## src/rtl/seg_frame_serializer.sv

```systemverilog
// Serialises packed BCD digits and decimal points into the external 7-segment shift-register chain.
// Optional macro DISP_HEX_EN: when defined, codes 10..15 show A,b,C,d,E,F instead of blanking.
module seg_frame_serializer #(
    parameter int NUM_DIGITS      = 6,
    parameter int BIT_HALF_CYCLES = 50,
    parameter int DWELL_CYCLES    = 10_000,
    parameter int NRST_CYCLES     = 100
) (
    input  logic                    g_clk,
    input  logic                    g_nrst,
    input  logic [4*NUM_DIGITS-1:0] digits_in,
    input  logic [NUM_DIGITS-1:0]   decimals_in,
    output logic                    frame_done,
    output logic                    all_nrst,
    output logic                    control_reg_clk,
    output logic                    all_bit_clk,
    output logic                    control_data_ser,
    output logic                    digit_data_ser
);

    localparam int MAX_A   = (BIT_HALF_CYCLES > DWELL_CYCLES) ? BIT_HALF_CYCLES : DWELL_CYCLES;
    localparam int MAX_CYC = (MAX_A > NRST_CYCLES) ? MAX_A : NRST_CYCLES;
    localparam int CNT_W   = $clog2(MAX_CYC + 1);
    localparam int IDX_W   = (NUM_DIGITS > 1) ? $clog2(NUM_DIGITS) : 1;

    localparam logic [CNT_W-1:0] HALF_LAST  = CNT_W'(BIT_HALF_CYCLES - 1);
    localparam logic [CNT_W-1:0] DWELL_LAST = CNT_W'(DWELL_CYCLES - 1);
    localparam logic [CNT_W-1:0] NRST_LAST  = CNT_W'(NRST_CYCLES);
    localparam logic [IDX_W-1:0] LAST_IDX   = IDX_W'(NUM_DIGITS - 1);

    typedef enum logic [2:0] {
        RST_HOLD,
        LOAD,
        SHIFT_LO,
        SHIFT_HI,
        LATCH_HI,
        LATCH_LO,
        DWELL
    } state_t;

    // Segment order is {g, f, e, d, c, b, a}; 1 lights the segment.
    function automatic logic [6:0] seg_code(input logic [3:0] value);
        logic [6:0] code;
        case (value)
            4'd0:    code = 7'h3F;
            4'd1:    code = 7'h06;
            4'd2:    code = 7'h5B;
            4'd3:    code = 7'h4F;
            4'd4:    code = 7'h66;
            4'd5:    code = 7'h6D;
            4'd6:    code = 7'h7D;
            4'd7:    code = 7'h07;
            4'd8:    code = 7'h7F;
            4'd9:    code = 7'h6F;
`ifdef DISP_HEX_EN
            4'd10:   code = 7'h77;
            4'd11:   code = 7'h7C;
            4'd12:   code = 7'h39;
            4'd13:   code = 7'h5E;
            4'd14:   code = 7'h79;
            4'd15:   code = 7'h71;
`endif
            default: code = 7'h00;
        endcase
        return code;
    endfunction

    state_t                  state, state_nxt;
    logic [CNT_W-1:0]        cnt, cnt_nxt;
    logic [2:0]              bit_cnt, bit_cnt_nxt;
    logic [IDX_W-1:0]        digit_idx, digit_idx_nxt;
    logic [4*NUM_DIGITS-1:0] shadow_digits, shadow_digits_nxt;
    logic [NUM_DIGITS-1:0]   shadow_dps, shadow_dps_nxt;
    logic [7:0]              seg_byte, seg_byte_nxt;
    logic [7:0]              sel_byte, sel_byte_nxt;
    logic [3:0]              cur_digit;
    logic                    cur_dp;

    logic frame_done_nxt;
    logic all_nrst_nxt;
    logic control_reg_clk_nxt;
    logic all_bit_clk_nxt;
    logic control_data_ser_nxt;
    logic digit_data_ser_nxt;

    always_comb begin
        state_nxt         = state;
        cnt_nxt           = cnt;
        bit_cnt_nxt       = bit_cnt;
        digit_idx_nxt     = digit_idx;
        shadow_digits_nxt = shadow_digits;
        shadow_dps_nxt    = shadow_dps;
        seg_byte_nxt      = seg_byte;
        sel_byte_nxt      = sel_byte;
        cur_digit         = 4'd0;
        cur_dp            = 1'b0;

        case (state)
            RST_HOLD: begin
                if (cnt == NRST_LAST) begin
                    state_nxt     = LOAD;
                    cnt_nxt       = '0;
                    digit_idx_nxt = '0;
                end else begin
                    cnt_nxt = cnt + 1'b1;
                end
            end
            LOAD: begin
                // The frame snapshot is taken once, so every digit of a frame comes from the same sample.
                if (digit_idx == '0) begin
                    shadow_digits_nxt = digits_in;
                    shadow_dps_nxt    = decimals_in;
                end
                cur_digit    = shadow_digits_nxt[4*digit_idx +: 4];
                cur_dp       = shadow_dps_nxt[digit_idx];
                seg_byte_nxt = {cur_dp, seg_code(cur_digit)};
                sel_byte_nxt = 8'd1 << digit_idx;
                bit_cnt_nxt  = '0;
                cnt_nxt      = '0;
                state_nxt    = SHIFT_LO;
            end
            SHIFT_LO: begin
                if (cnt == HALF_LAST) begin
                    state_nxt = SHIFT_HI;
                    cnt_nxt   = '0;
                end else begin
                    cnt_nxt = cnt + 1'b1;
                end
            end
            SHIFT_HI: begin
                if (cnt == HALF_LAST) begin
                    cnt_nxt = '0;
                    if (bit_cnt == 3'd7) begin
                        state_nxt = LATCH_HI;
                    end else begin
                        bit_cnt_nxt = bit_cnt + 1'b1;
                        state_nxt   = SHIFT_LO;
                    end
                end else begin
                    cnt_nxt = cnt + 1'b1;
                end
            end
            LATCH_HI: begin
                if (cnt == HALF_LAST) begin
                    state_nxt = LATCH_LO;
                    cnt_nxt   = '0;
                end else begin
                    cnt_nxt = cnt + 1'b1;
                end
            end
            LATCH_LO: begin
                if (cnt == HALF_LAST) begin
                    state_nxt = DWELL;
                    cnt_nxt   = '0;
                end else begin
                    cnt_nxt = cnt + 1'b1;
                end
            end
            DWELL: begin
                if (cnt == DWELL_LAST) begin
                    state_nxt     = LOAD;
                    cnt_nxt       = '0;
                    digit_idx_nxt = (digit_idx == LAST_IDX) ? '0 : digit_idx + 1'b1;
                end else begin
                    cnt_nxt = cnt + 1'b1;
                end
            end
            default: begin
                state_nxt = RST_HOLD;
                cnt_nxt   = '0;
            end
        endcase

        // Pin values are decoded from the upcoming state so every output leaves a flop.
        all_nrst_nxt         = (state_nxt != RST_HOLD);
        all_bit_clk_nxt      = (state_nxt == SHIFT_HI);
        control_reg_clk_nxt  = (state_nxt == LATCH_HI);
        frame_done_nxt       = (state_nxt == DWELL) && (cnt_nxt == DWELL_LAST) &&
                               (digit_idx == LAST_IDX);
        control_data_ser_nxt = control_data_ser;
        digit_data_ser_nxt   = digit_data_ser;
        if ((state_nxt == SHIFT_LO) && (state != SHIFT_LO)) begin
            digit_data_ser_nxt   = seg_byte_nxt[~bit_cnt_nxt];
            control_data_ser_nxt = sel_byte_nxt[~bit_cnt_nxt];
        end else if ((state_nxt != SHIFT_LO) && (state_nxt != SHIFT_HI)) begin
            digit_data_ser_nxt   = 1'b0;
            control_data_ser_nxt = 1'b0;
        end
    end

    always_ff @(posedge g_clk) begin
        if (!g_nrst) begin
            state            <= RST_HOLD;
            cnt              <= '0;
            bit_cnt          <= '0;
            digit_idx        <= '0;
            shadow_digits    <= '0;
            shadow_dps       <= '0;
            seg_byte         <= '0;
            sel_byte         <= '0;
            frame_done       <= 1'b0;
            all_nrst         <= 1'b0;
            control_reg_clk  <= 1'b0;
            all_bit_clk      <= 1'b0;
            control_data_ser <= 1'b0;
            digit_data_ser   <= 1'b0;
        end else begin
            state            <= state_nxt;
            cnt              <= cnt_nxt;
            bit_cnt          <= bit_cnt_nxt;
            digit_idx        <= digit_idx_nxt;
            shadow_digits    <= shadow_digits_nxt;
            shadow_dps       <= shadow_dps_nxt;
            seg_byte         <= seg_byte_nxt;
            sel_byte         <= sel_byte_nxt;
            frame_done       <= frame_done_nxt;
            all_nrst         <= all_nrst_nxt;
            control_reg_clk  <= control_reg_clk_nxt;
            all_bit_clk      <= all_bit_clk_nxt;
            control_data_ser <= control_data_ser_nxt;
            digit_data_ser   <= digit_data_ser_nxt;
        end
    end

endmodule
```

## config.mk

```make
export PLATFORM = sky130hd
export DESIGN_NAME = seg_frame_serializer
export DESIGN_NICKNAME = d
export VERILOG_FILES = /design/src/rtl/seg_frame_serializer.sv
export SDC_FILE = /design/constraint.sdc
export NUM_CORES = 1
export LEC_CHECK = 0
export BUFFER_PORTS_ARGS = -buffer_cell sky130_fd_sc_hd__buf_4
export CORE_MARGIN = 5
export CORE_UTILIZATION = 55
export DETAILED_ROUTE_END_ITERATION = 6
export GPL_TIMING_DRIVEN = 1
export PLACE_DENSITY = 0.75
export SYNTH_ARGS = -nofsm -noshare
export SYNTH_HDL_FRONTEND = slang
export SYNTH_SLANG_ARGS = --single-unit
```

## constraint.sdc

```tcl
create_clock -name g_clk -period 5.85 [get_ports g_clk]
set_input_delay 0 -clock g_clk [delete_from_list [all_inputs] [get_ports g_clk]]
set_output_delay 0 -clock g_clk [all_outputs]
set_load 0.02 [all_outputs]
```

==> run summary <==
Synth cell types - 68
final std cells w/o fill - 609
minimum clock period - 3.04 ns
final hold viol count - 0
Die Area - 8770 µm²
Power Density - 206 nW/µm²
CTS root buf - clkbuf_8
Post-synth EDFFs - 0
1st-iter DRT viols - 232
Tot GR Track Use - 20.9%
area leader, netlist - dfxtp_1
initial antenna violation count - 0
Port Buffers - 37
Mapped Area - 3850 µm²
top layer used by detailed routing - met4
TritonCTS Sinks - 70
fmax - 329 MHz
most frequent cells after synthesis - nand2_1 (84), dfxtp_1 (70), a21boi_0 (32), nor2_1 (32), clkbuf_1 (24)
Async SR Flop Fraction - 0%
CP Cell Sequence - mux2i_1 -> a211oi_1 -> a311oi_2 -> ha_1 -> mux2i_1 -> a222oi_1 -> nand4bb_1 -> a311oi_1 -> a211oi_1
post-CTS sizing - 0
Peak VDD IR - 0.000147 V
CP top delay family - compound AO/OA/AOI/OAI gates
syn_nets - 511
slowest stage cell, crit path - dfxtp_1
Routed wire per std cell - 14.4 µm
synth-to-layout area growth - 18.5%
drt pass-1 iters - 5
number of max-cap violations - 0
share of cells above drive strength 1 - 13.8%
first-pass GRT wire length - 14.6 mm
Placer Congestion - 0.866
Syn. warnings - 0
top cells by area, synth - dfxtp_1 (36%), nand2_1 (8.2%), a21boi_0 (6.2%)
Hold/Removal Path Class - input pin to register
WL met1 - 4.02 mm
CP Capture Point - digit_data_ser
Max Clock Skew - 0.00465 ns
R2R Path End - digit_data_ser
crit-path max FO - 25
Inst Count DP - 568
Max-slew headroom - 40.0%
period utilization - 51.9%
Via density - 5.59
vias in the first global route - 3147
total core area - 6790 µm²
critical setup path kind - register to register
worst skew pair latency - 0.34 ns
Primary FF master, synth - dfxtp_1
WL met2 - 4.12 mm
status - complete, no violations
fin nets - 550
Post-Route WL - 8.78 mm
Die Ht - 93.7 µm
Avg Cell Area, Syn - 8.21 µm²
Clk pin slew, worst setup/hold paths - 0.07 ns
unrepaired setup endpoints after global routing - no
critical path startpoint - digit_idx[1]
static leakage - 0.00167 µW
Critical Path AT - 3.26 ns
slowest stage delay, CP - 0.84 ns
post-route ant nets - 0
WP buf/inv - 0
CTS tree - built
cells after synthesis - 469
Ports - 38
diode count - 0
Reg2Reg Depth - 9
final setup violation count - 0
Max clock buf depth - 2
flop2flop setup slack - 2.81 ns
worst-margin pin slew - 0.900 ns
post-CTS setup buffer count - 0
DRC - 0
# H-tree levels - 3
Slew Limit Fails - 0
# rows - 30
Final TNS setup - 0 ns
Worst path depth - 9
most numerous cell in the Yosys netlist - nand2_1
vias - 3407
Synth top area share - 36.4%
endpoint type of the worst setup path - register
largest net degree at the start of global routing - 54
#FFs+latches synth - 70
Seq/Total Area, Yosys - 36.4%
Die X - 93.7 µm
CTS Buf Count - 9
critical path required time - 6.07 ns
met3 WL - 442 µm
RR Startpoint - digit_idx[1]
initial core utilization - 56.6%
Worst Setup Start Kind - register
post-DP HPWL - 5.74 mm
grt total ovfl - 0
[final cells by class]
class	count	area, µm²
sequential	70	1400
timing repair buffer	63	536
clock inverter	3	42.5
inverter	13	48.8
tap	96	120
fill	553	2230
multi-input combinational	351	2250
clock buffer	13	159
[cell families (layout without fill, tap and decap cells)]
| group | Yosys count | after routing | synth area share (%) |
|---|---|---|---|
| xor gates and xnor gates | 15 | 15 | 3.41 |
| DFF | 70 | 70 | 36.4 |
| buffers and inverters | 48 | 92 | 5.20 |
| muxes | 17 | 17 | 5.14 |
| adders and majority gates | 10 | 10 | 3.25 |
| AOI/OAI and AO/OA | 95 | 95 | 17.8 |
| and+or+nand+nor | 214 | 214 | 28.8 |
[metrics by stage]
| stage | hold WS [ns] | area [µm²] | util (%) | total power (µW) | setup WS (ns) |
|---|---|---|---|---|---|
| after floorplan | 0.145 | 3850 | - | 516 | 3.09 |
| after global placement | 0.262 | 4110 | 60.5 | 536 | 2.96 |
| after detailed placement | 0.272 | 4110 | 60.5 | 538 | 2.89 |
| after CTS | 0.147 | 4560 | 67.1 | 946 | 2.85 |
| after global routing | 0.166 | 4560 | 67.1 | 973 | 2.50 |
| final | 0.154 | 4560 | 67.1 | 940 | 2.81 |
[placed cells by master (no fill, tap or decap), drive strengths merged, types with 2 or more instances in the layout]
cell type	Yosys	layout
a211o	2	2
a211oi	3	3
a21boi	33	33
a21oi	15	15
a221oi	2	2
a311oi	2	2
a31oi	4	4
and2	10	10
and3	7	7
and4	2	2
buf	11	38
clkbuf	24	13
clkinv	1	2
dfxtp	70	70
dlygate4sd3	0	25
ha	10	10
inv	12	12
mux2	2	2
mux2i	13	13
mux4	2	2
nand2	84	84
nand2b	5	5
nand3	20	20
nand3b	4	4
nand4	5	5
nor2	32	32
nor2b	12	12
nor3	10	10
nor3b	2	2
nor4	8	8
nor4b	4	4
o211ai	4	4
o21ai	17	17
o31ai	2	2
o41ai	2	2
or3	3	3
or4b	2	2
xnor2	5	5
xor2	10	10
[worst min path at each step]
stage                   from  cells after the start  slack (ns)                end
5_1_grt               g_nrst                      2        0.17  shadow_digits[20]
3_5_place_dp   digits_in[11]                      3        0.27  shadow_digits[11]
4_1_cts               g_nrst                      2        0.15  shadow_digits[21]
2_1_floorplan  digits_in[23]                      2        0.14  shadow_digits[23]
6_report              g_nrst                      3        0.15        seg_byte[6]
3_3_place_gp    digits_in[7]                      3        0.26   shadow_digits[7]
[sequential cells by signal, summed over array words and instances, names as in the netlist]
register          cells
shadow_digits        20
cnt                  14
seg_byte              8
sel_byte              8
shadow_dps            5
bit_cnt               3
digit_idx             3
state                 3
all_bit_clk           1
all_nrst              1
control_data_ser      1
control_reg_clk       1
digit_data_ser        1
frame_done            1
[report_power, final]
group | switching [µW] | total (µW) | internal [µW] | leakage [µW]
registers | 1.99 | 480 | 478 | 0.000564
clock network | 179 | 399 | 220 | 0.0000996
logic | 25.0 | 60.9 | 35.9 | 0.00101
[timing repair]
item / CTS / global route
setup endpoints to repair: 0 / 0
hold buffers: 25 / 0
hold endpoints to repair: 25 / 0
[tightest hold or removal path: cells and delay by family]
family / cells / cell delay [ns]
buf+inv: 1 / 0.25
compound gates: 2 / 0.18
[layer usage]
metal	global-route usage, %	vias up
li1	-	1717
met1	27.9	1565
met2	32.8	108
met3	3.29	17
met4	10.2	0
met5	0	-
Note: power is estimated with default switching activity, not from simulation.
